===== config.mk =====
export PLATFORM = sky130hd
export DESIGN_NAME = lfsr_hex_display
export DESIGN_NICKNAME = d
export VERILOG_FILES = /design/src/rtl/lfsr_hex_display.sv
export SDC_FILE = /design/constraint.sdc
export NUM_CORES = 1
export LEC_CHECK = 0
export ABC_AREA = 1
export CELL_PAD_IN_SITES_DETAIL_PLACEMENT = 0
export CELL_PAD_IN_SITES_GLOBAL_PLACEMENT = 1
export CORE_MARGIN = 5
export CORE_UTILIZATION = 38
export CTS_BUF_LIST = sky130_fd_sc_hd__clkbuf_4
export DETAILED_ROUTE_END_ITERATION = 6
export PLACE_DENSITY = 0.83
export RECOVER_POWER = 50
export SKIP_LAST_GASP = 1
export SLEW_MARGIN = 30
export SYNTH_ARGS = -nofsm -noshare
export SYNTH_HDL_FRONTEND = slang
export SYNTH_SLANG_ARGS = --single-unit

===== constraint.sdc =====
create_clock -name i_clk -period 2.8 [get_ports i_clk]
set_input_delay 0.28 -clock i_clk [delete_from_list [all_inputs] [get_ports i_clk]]
set_output_delay 0.28 -clock i_clk [all_outputs]
set_load 0.02 [all_outputs]

===== src/rtl/lfsr_hex_display.sv =====
// Parametrised Fibonacci LFSR with seed load, free-run/single-step modes and a registered
// hex seven-segment driver. Define LFSR_PERIOD_CNT_EN to add the period measurement outputs.
module lfsr_hex_display #(
    parameter int unsigned      WIDTH  = 8,
    parameter logic [WIDTH-1:0] TAPS   = 8'h1D,
    parameter logic [WIDTH-1:0] SEED   = 8'h01,
    localparam int unsigned     DIGITS = (WIDTH + 3) / 4
) (
    input  logic                  i_clk,
    input  logic                  i_rst,
    input  logic                  i_en,
    input  logic                  i_mode,
    input  logic                  i_step_btn,
    input  logic                  i_load,
    input  logic [WIDTH-1:0]      i_seed_in,
    output logic [WIDTH-1:0]      o_random,
    output logic                  o_step_pulse,
    output logic [7*DIGITS-1:0]   o_seg
`ifdef LFSR_PERIOD_CNT_EN
    ,
    output logic [31:0]           o_period,
    output logic                  o_period_valid
`endif
);

    typedef enum logic [1:0] {StIdle, StRun, StSingle} state_e;

    state_e              r_state;
    logic [WIDTH-1:0]    r_random;
    logic                r_btn_q;
    logic                r_step_pulse;
    logic [7*DIGITS-1:0] r_seg;

    logic                w_fb;
    logic [WIDTH-1:0]    w_next;
    logic [WIDTH-1:0]    w_load_val;
    logic                w_lockup;
    logic                w_advance;
    logic                w_take;
    logic [4*DIGITS-1:0] w_padded;
    logic [7*DIGITS-1:0] w_seg;

    function automatic logic [6:0] hex7(input logic [3:0] i_nib);
        logic [6:0] v;
        case (i_nib)
            4'h0:    v = 7'b1000000;
            4'h1:    v = 7'b1111001;
            4'h2:    v = 7'b0100100;
            4'h3:    v = 7'b0110000;
            4'h4:    v = 7'b0011001;
            4'h5:    v = 7'b0010010;
            4'h6:    v = 7'b0000010;
            4'h7:    v = 7'b1111000;
            4'h8:    v = 7'b0000000;
            4'h9:    v = 7'b0010000;
            4'hA:    v = 7'b0001000;
            4'hB:    v = 7'b0000011;
            4'hC:    v = 7'b1000110;
            4'hD:    v = 7'b0100001;
            4'hE:    v = 7'b0000110;
            default: v = 7'b0001110;
        endcase
        return v;
    endfunction

    assign w_fb       = ^(r_random & TAPS);
    assign w_next     = {w_fb, r_random[WIDTH-1:1]};
    assign w_load_val = (i_seed_in == '0) ? {{(WIDTH-1){1'b0}}, 1'b1} : i_seed_in;
    assign w_lockup   = (r_random == '0);
    // Step decision uses the state registered last cycle, not the live en/mode.
    assign w_advance  = (r_state == StRun) ||
                        ((r_state == StSingle) && i_step_btn && !r_btn_q);
    assign w_take     = w_advance && !i_load && !w_lockup;

    always_ff @(posedge i_clk) begin
        if (i_rst) begin
            r_state      <= StIdle;
            r_random     <= SEED;
            r_btn_q      <= 1'b0;
            r_step_pulse <= 1'b0;
        end else begin
            r_btn_q      <= i_step_btn;
            r_state      <= !i_en ? StIdle : (i_mode ? StSingle : StRun);
            r_step_pulse <= w_take;
            if (i_load) begin
                r_random <= w_load_val;
            end else if (w_lockup) begin
                r_random <= {{(WIDTH-1){1'b0}}, 1'b1};
            end else if (w_advance) begin
                r_random <= w_next;
            end
        end
    end

    always_comb begin
        w_padded              = '0;
        w_padded[WIDTH-1:0]   = r_random;
        w_seg                 = '1;
        for (int d = 0; d < int'(DIGITS); d++) begin
            w_seg[7*d +: 7] = hex7(w_padded[4*d +: 4]);
        end
    end

    always_ff @(posedge i_clk) begin
        if (i_rst) begin
            r_seg <= '1;
        end else begin
            r_seg <= w_seg;
        end
    end

    assign o_random     = r_random;
    assign o_step_pulse = r_step_pulse;
    assign o_seg        = r_seg;

`ifdef LFSR_PERIOD_CNT_EN
    logic [WIDTH-1:0] r_seed_ref;
    logic [31:0]      r_cnt;
    logic [31:0]      r_period;
    logic             r_period_valid;

    // Capture when the state is back at the seed; a step taken that same cycle counts as 1.
    always_ff @(posedge i_clk) begin
        if (i_rst) begin
            r_seed_ref     <= SEED;
            r_cnt          <= '0;
            r_period       <= '0;
            r_period_valid <= 1'b0;
        end else if (i_load) begin
            r_seed_ref     <= w_load_val;
            r_cnt          <= '0;
            r_period       <= '0;
            r_period_valid <= 1'b0;
        end else if ((r_random == r_seed_ref) && (r_cnt != '0)) begin
            r_period       <= r_cnt;
            r_period_valid <= 1'b1;
            r_cnt          <= w_take ? 32'd1 : 32'd0;
        end else if (w_take) begin
            r_cnt          <= r_cnt + 32'd1;
        end
    end

    assign o_period       = r_period;
    assign o_period_valid = r_period_valid;
`endif

endmodule


==> flow_summary.json, run 1 <==
{
  "yosysMostFrequentCell": "nand2_1",
  "worstSetupEndpointType": "flop",
  "synth_top_cell_by_area": "dfxtp_1",
  "hpwlAfterDp_um": 2430,
  "setup_viol": 0,
  "min_period_ns": 1.89,
  "worstMarginPinSlew_ns": 0.533,
  "routed-via-count": 1358,
  "startpoint_type": "flop",
  "crit_arrival_ns": 2.09,
  "cts_resized": 0,
  "gp_congestion": 0.809,
  "grt_pass1_vias": 1256,
  "dp_cells": 279,
  "worst_ep_required_time_ns": 2.99,
  "fin_setup_tns_ns": 0,
  "die_area_um2": 5160,
  "place_ws_ns": 0.940,
  "totalWireLength_um": 3210,
  "multi_input_area_um2": 823,
  "max_freq_mhz": 528,
  "r2r-start": "o_random[3]",
  "clock_latency_ns": 0.32,
  "critPathKind": "reg -> reg",
  "maxCapViolCount": 0,
  "outcome": "finished clean",
  "grt_usage": 0.137,
  "ctsLongestPathBuffers": 2,
  "powerDensity_nw_per_um2": 495,
  "syn_area_um2": 1450,
  "final_nets": 262,
  "drive_gt1_frac": 0.0681,
  "vias_per_cell": 4.80,
  "synth_top_area_share": 0.359,
  "die_x_um": 71.8,
  "async_flop_share": 0,
  "drtAntennaViolNets": 0,
  "setup_ws_ns": 0.905,
  "cts_hold_buf": 0,
  "final_max_slew_viol_count": 0,
  "synth-edff-count": 0,
  "synth_top_flop_cell": "dfxtp_1",
  "first_iter_violations": 75,
  "cts_max_level": 1,
  "final-seq-area_um2": 520,
  "first_pass_iters": 4,
  "area_growth_pct": 28.8,
  "initial_core_util": 0.393,
  "synth.avg_cell_area_um2": 7.26,
  "netlist_top_cells_area": "dfxtp_1 (36%), nand2_1 (13%), ha_1 (10%), nor2_1 (7.2%), nand3_1 (5.2%)",
  "clkTransAtPathRegs_ns": 0.14,
  "io_buffers": 36,
  "finalHoldViolCount": 0,
  "cts_tree": "done",
  "grt_max_degree": 20,
  "cts.sinks": 26,
  "postCtsSetupBuffers": 0,
  "rows": 22,
  "grt_pass1_wl_um": 5800,
  "fp.coreArea_um2": 3690,
  "critPathLaunch": "o_random[3]",
  "p_leak_nw": 0.819,
  "seq_area_frac_synth": 0.359,
  "fin_skew_ns": 0.0113,
  "finalCritPeriodShare": 0.677,
  "clockRootBuffer": "clkbuf_4",
  "synth-seq-cells": 26,
  "netlist-cell-type-count": 27,
  "antenna_found_initial": 0,
  "synthTopCellsByCount": "nand2_1 (51), nor2_1 (28), dfxtp_1 (26)",
  "maxSlewHeadroom": 0.643,
  "wl_per_cell_um": 11.4,
  "cts_made_buffers": 3,
  "syn-num-nets": 226,
  "gr-total-overflow": 0,
  "netlist_instances": 200,
  "worstHoldStart": "i_mode",
  "hp-class": "in -> reg",
  "synth_warnings": 0,
  "ir_drop_mv": 0.187,
  "drc": 0,
  "rsz0062_at_grt": "no",
  "fin_cells": 283,
  "die_h_um": 71.8,
  "worstPathMaxFanout": 10,
  "antenna_cells": 0,
  "io_pins": 37,
  "fillers": 383
}
-- cell type report --
| cell class | count | share of cell area |
|---|---|---|
| Inverter | 20 | 0.0422 |
| Timing Repair Buffer | 36 | 0.193 |
| Clock inverter | 1 | 0.00201 |
| Clock buffer | 3 | 0.0120 |
| Tap cell | 48 | 0.0321 |
| Multi-Input combinational cell | 149 | 0.440 |
| Sequential cell | 26 | 0.278 |
-- sequential cells by signal, summed over array words and instances, names as in the netlist --
register	flops
o_seg	14
o_random	8
r_state	2
o_step_pulse	1
r_btn_q	1
-- path summary, 6_finish.rpt --
path,endpoint,slack (ns),cells past startpoint
min reg2reg,o_random[0],0.61,2
max reg2reg,o_random[0],0.91,8
min,r_state[1],0.49,3
max,o_random[0],0.91,8
-- metrics by stage --
stage	utilization	hold WS (ns)	cell area [um2]	power (mW)
final	0.507	0.487	1870	0.926
after global routing	0.507	0.481	1870	0.998
after CTS	0.507	0.486	1870	0.941
after detailed placement	0.500	0.604	1840	0.782
after global placement	0.500	0.602	1840	0.783
after floorplan	-	0.351	1450	0.655
-- cell usage in the layout, fill, tap and decap left out, types with 3 or more instances in the layout --
| cell | instances |
|---|---|
| dfxtp_1 | 26 |
| nor2_4 | 3 |
| clkbuf_4 | 3 |
| o211ai_1 | 3 |
| ha_1 | 12 |
| clkinv_1 | 3 |
| nor2_1 | 28 |
| nor2_2 | 4 |
| nand2_1 | 51 |
| dlygate4sd3_1 | 9 |
| inv_1 | 16 |
| nand3_1 | 15 |
| o21ai_0 | 8 |
| clkdlybuf4s50_1 | 27 |
| a21oi_1 | 10 |
-- report_power, final --
part           internal (mW)  switching, mW  total, mW
Combinational          0.138          0.184      0.322
Clock                 0.0522          0.107      0.160
Sequential             0.409         0.0357      0.445
-- cells by family after synthesis --
group                      share of synthesized area
DFF                                            0.359
buffers and inverters                         0.0741
AOI/OAI and AO/OA                              0.127
and+or+nand+nor                                0.337
adders and majority gates                      0.103
-- layer usage --
metal | wire length (um) | share of wire | track usage
met4 | 51 | 0.016 | 0.0501
met5 | 0 | 0 | 0
met1 | 1590 | 0.50 | 0.180
met3 | 143 | 0.044 | 0.0126
met2 | 1420 | 0.44 | 0.233
-- worst max-delay path, stage by stage, from the launching register on --
cell and delay [ns]:
dfxtp_1 0.57, clkinv_1 0.33, ha_1 0.29, nand3_1 0.12, nor2_4 0.06, nor2_8 0.16, nand2_4 0.09, nand3_1 0.08
nand3_1 0.07
Note: power is estimated with default switching activity, not from simulation.
==> run 2: changes to the inputs <==
Settings changed: CORE_UTILIZATION 38 to 32, PLACE_DENSITY 0.83 to 0.74.
Clock period 2.8 ns to 1.5 ns, I/O delays scaled along.
==> flow_summary.json, run 2 (synthesis results as in run 1) <==
{
  "outcome": "finished clean",
  "final_common_cell": "nand2_1",
  "ctsLongestPathBuffers": 2,
  "r2r-start": "o_random[4]",
  "pwr-share-comb": 0.388,
  "cts_hold_buf": 0,
  "setup_viol": 0,
  "io_buffers": 36,
  "multi_input_area_um2": 826,
  "critPathBufInv": 1,
  "worstMarginPinSlew_ns": 0.409,
  "crit_slowest_cell": "clkdlybuf4s50_1",
  "antenna_cells": 0,
  "cts_made_buffers": 3,
  "drc": 0,
  "fin_util": 0.453,
  "maxSlewHeadroom": 0.727,
  "cts.sinks": 26,
  "seqPwrFrac": 0.444,
  "cts_tree": "done",
  "clockRootBuffer": "clkbuf_4",
  "io_pins": 37,
  "place_area_um2": 1990,
  "grt_usage": 0.121,
  "clock_latency_ns": 0.32,
  "startpoint_type": "flop",
  "gp_congestion": 0.827,
  "crit_arrival_ns": 1.24,
  "worstPathCellList": "clkdlybuf4s50_1",
  "gr-total-overflow": 0,
  "critPathLaunch": "o_seg[2]",
  "rsz0062_at_grt": "no",
  "area_growth_pct": 37.0,
  "max_freq_mhz": 718,
  "p_clk_frac": 0.168,
  "vias_per_cell": 4.48,
  "switching_share": 0.349,
  "critPathKind": "reg -> out",
  "fin_total_pwr_mw": 1.78,
  "hpwlAfterDp_um": 2730,
  "powerDensity_nw_per_um2": 897,
  "postCtsSetupBuffers": 0,
  "die_h_um": 77.3,
  "rows": 24,
  "finalHoldViolCount": 0,
  "routed-via-count": 1365,
  "first_iter_violations": 68,
  "grt_pass1_wl_um": 6080,
  "fillers": 476,
  "hp-class": "in -> reg",
  "grt_pass1_vias": 1352,
  "worst_ep_required_time_ns": 1.35,
  "worstHoldStart": "i_step_btn",
  "die_area_um2": 5980,
  "fp.coreArea_um2": 4380,
  "totalWireLength_um": 3400,
  "die_x_um": 77.3,
  "first_pass_iters": 4,
  "fin_skew_ns": 0.00599,
  "fin_setup_tns_ns": 0,
  "grt_max_degree": 20,
  "wl_per_cell_um": 11.2,
  "clkTransAtPathRegs_ns": 0.14,
  "maxCapViolCount": 0,
  "min_period_ns": 1.39,
  "most-common-layout-cells": "nand2_1 (50), nor2_1 (28), clkdlybuf4s50_1 (27)",
  "slowest_delay_ns": 0.59,
  "final_max_slew_viol_count": 0,
  "finalInstanceArea_um2": 1990,
  "ir_drop_mv": 0.323,
  "initial_core_util": 0.331,
  "final-seq-area_um2": 523,
  "drtAntennaViolNets": 0,
  "drive_gt1_frac": 0.142,
  "finalCritPeriodShare": 0.928,
  "worstSetupEndpointType": "output port",
  "intPower_mw": 1.16,
  "dp_cells": 301,
  "cp_top_family": "buffers and inverters",
  "antenna_found_initial": 0,
  "netSwitchingPower_uw": 622,
  "fin_cells": 305,
  "worstPathMaxFanout": 1,
  "largest_register_ffs": 14,
  "final_nets": 280,
  "cts_max_level": 1,
  "p_leak_nw": 0.923
}
[run 2: stage by stage]
stage | hold WS (ns) | worst slack [ns]
2_1_floorplan | 0.221 | 0.00658
3_3_place_gp | 0.604 | 0.104
5_1_grt | 0.361 | 0.0118
3_5_place_dp | 0.601 | 0.0848
6_report | 0.371 | 0.108
4_1_cts | 0.349 | 0.0745
[run 2: worst paths after layout]
kind | end | slack (ns) | depth (start not counted)
min | r_btn_q | 0.37 | 3
max reg2reg | o_random[7] | 0.13 | 9
max | o_seg[2] | 0.11 | 1
min reg2reg | o_random[0] | 0.65 | 3
[run 2: layout make-up]
class | instances | share of cell area
inverters | 20 | 0.0403
repair buffers | 54 | 0.235
flip-flops and latches | 26 | 0.263
clock inverters | 1 | 0.00189
clock buffers | 3 | 0.0113
well taps | 52 | 0.0327
multi-input cells | 149 | 0.415
[run 2: repair_timing]
item / CTS / global route
pin swaps: 0 / 1
gates resized for setup: 8 / 1
endpoints found under the setup margin: 8 / 7
[run 2: power by group through the flow]
stage               Clock (mW)  Combinational, mW  Sequential (mW)
floorplan                    0              0.313            0.912
global placement             0              0.726            0.809
detailed placement           0              0.723            0.811
CTS                      0.331              0.710            0.794
global route             0.348              0.779            0.802
finish                   0.299              0.692            0.792
[run 2: metal layers]
layer  wire [um]  share of wire  track usage
met5           0              0            0
met4          35          0.010       0.0412
met3         161          0.047       0.0174
met2        1550           0.45        0.204
met1        1660           0.49        0.157
==> run 3: changes to the inputs <==
Settings changed: REMOVE_ABC_BUFFERS set to 1.
==> flow_summary.json, run 3 (synthesis results as in run 1) <==
{
  "fin_total_pwr_mw": 1.80,
  "place_ws_ns": 0.109,
  "antenna_cells": 0,
  "io_pins": 37,
  "worstSetupEndpointType": "output port",
  "worstPathCellList": "clkdlybuf4s50_1",
  "die_h_um": 77.3,
  "fin_util": 0.455,
  "max_freq_mhz": 709,
  "hp-class": "in -> reg",
  "clock_latency_ns": 0.32,
  "cp_top_family": "buffers and inverters",
  "wl_per_cell_um": 11.6,
  "p_leak_nw": 0.935,
  "cts_max_level": 1,
  "critPathKind": "reg -> out",
  "crit_slowest_cell": "clkdlybuf4s50_1",
  "gp_congestion": 0.815,
  "ctsLongestPathBuffers": 2,
  "worstPathMaxFanout": 1,
  "rsz0062_at_grt": "yes",
  "slowest_delay_ns": 0.60,
  "finalHoldViolCount": 0,
  "drtAntennaViolNets": 0,
  "totalWireLength_um": 3540,
  "grt_pass1_wl_um": 6170,
  "final_nets": 279,
  "final_common_cell": "nand2_1",
  "setup_ws_ns": 0.0893,
  "most-common-layout-cells": "nand2_1 (51), nor2_1 (28), clkdlybuf4s50_1 (27)",
  "powerDensity_nw_per_um2": 905,
  "clkTransAtPathRegs_ns": 0.14,
  "fp.coreArea_um2": 4380,
  "routed-via-count": 1402,
  "drive_gt1_frac": 0.135,
  "critPathBufInv": 1,
  "antenna_found_initial": 0,
  "gr-total-overflow": 0,
  "first_iter_violations": 76,
  "hpwlAfterDp_um": 2780,
  "vias_per_cell": 4.61,
  "area_growth_pct": 37.3,
  "io_buffers": 36,
  "maxSlewHeadroom": 0.819,
  "rows": 24,
  "setup_viol": 0,
  "place_area_um2": 1980,
  "die_x_um": 77.3,
  "largest_register_ffs": 14,
  "ir_drop_mv": 0.265,
  "startpoint_type": "flop",
  "first_pass_iters": 4,
  "maxCapViolCount": 0,
  "finalInstanceArea_um2": 1990,
  "worstMarginPinSlew_ns": 0.269,
  "worst_ep_required_time_ns": 1.35,
  "grt_usage": 0.123,
  "fillers": 441,
  "cts.sinks": 26,
  "clockRootBuffer": "clkbuf_4",
  "outcome": "finished clean",
  "die_area_um2": 5980,
  "fin_skew_ns": 0.00551,
  "min_period_ns": 1.41,
  "cts_made_buffers": 3,
  "grt_max_degree": 20,
  "finalCritPeriodShare": 0.940,
  "postCtsSetupBuffers": 0,
  "final_max_slew_viol_count": 0,
  "fin_setup_tns_ns": 0,
  "crit_arrival_ns": 1.26,
  "cts_tree": "done",
  "drc": 0,
  "initial_core_util": 0.331,
  "grt_pass1_vias": 1317
}
==> run 3: final cells by class <==
cell class	instances	area (um2)	share of cell area
flip-flops and latches	26	522	0.262
inverters	20	78.8	0.0395
repair buffers	53	478	0.240
clock inverters	1	3.75	0.00188
multi-input cells	149	823	0.413
clock buffers	3	22.5	0.0113
well taps	52	65.1	0.0326
==> run 3: timing repair <==
action,in CTS,in global routing
gates cloned,0,0
hold buffers,0,0
pin swaps,0,1
gates resized for setup,8,2
setup endpoints to repair,8,3
==> run 3: through the flow <==
step                std cells  hold slack, ns
detailed placement        300           0.616
finish                    304           0.360
floorplan                 195           0.221
global placement          300           0.616
global route              304           0.344
CTS                       304           0.346
==> run 3: power by group <==
| group | switching, mW | internal [mW] | total, mW |
|---|---|---|---|
| Combinational | 0.395 | 0.302 | 0.697 |
| Sequential | 0.0326 | 0.765 | 0.798 |
| Clock | 0.212 | 0.0976 | 0.309 |
| Total | 0.639 | 1.16 | 1.80 |
==> run 3: routing by layer <==
| metal | up-vias | share of wire | track usage |
|---|---|---|---|
| met1 | 600 | 0.47 | 0.167 |
| met5 | - | 0 | 0 |
| met4 | 0 | 0.014 | 0.0464 |
| met2 | 40 | 0.46 | 0.200 |
| met3 | 4 | 0.058 | 0.0127 |
| li1 | 758 | - | - |
==> run 3: path summary, 6_finish.rpt <==
check | slack (ns) | to | startpoint | cells past startpoint
worst min-delay path | 0.36 | r_state[1] | i_en | 3
worst max-delay path | 0.09 | o_seg[4] | o_seg[4] | 1
worst min register to register | 0.61 | o_seg[0] | o_random[2] | 3
worst max register to register | 0.11 | o_random[1] | o_random[4] | 9
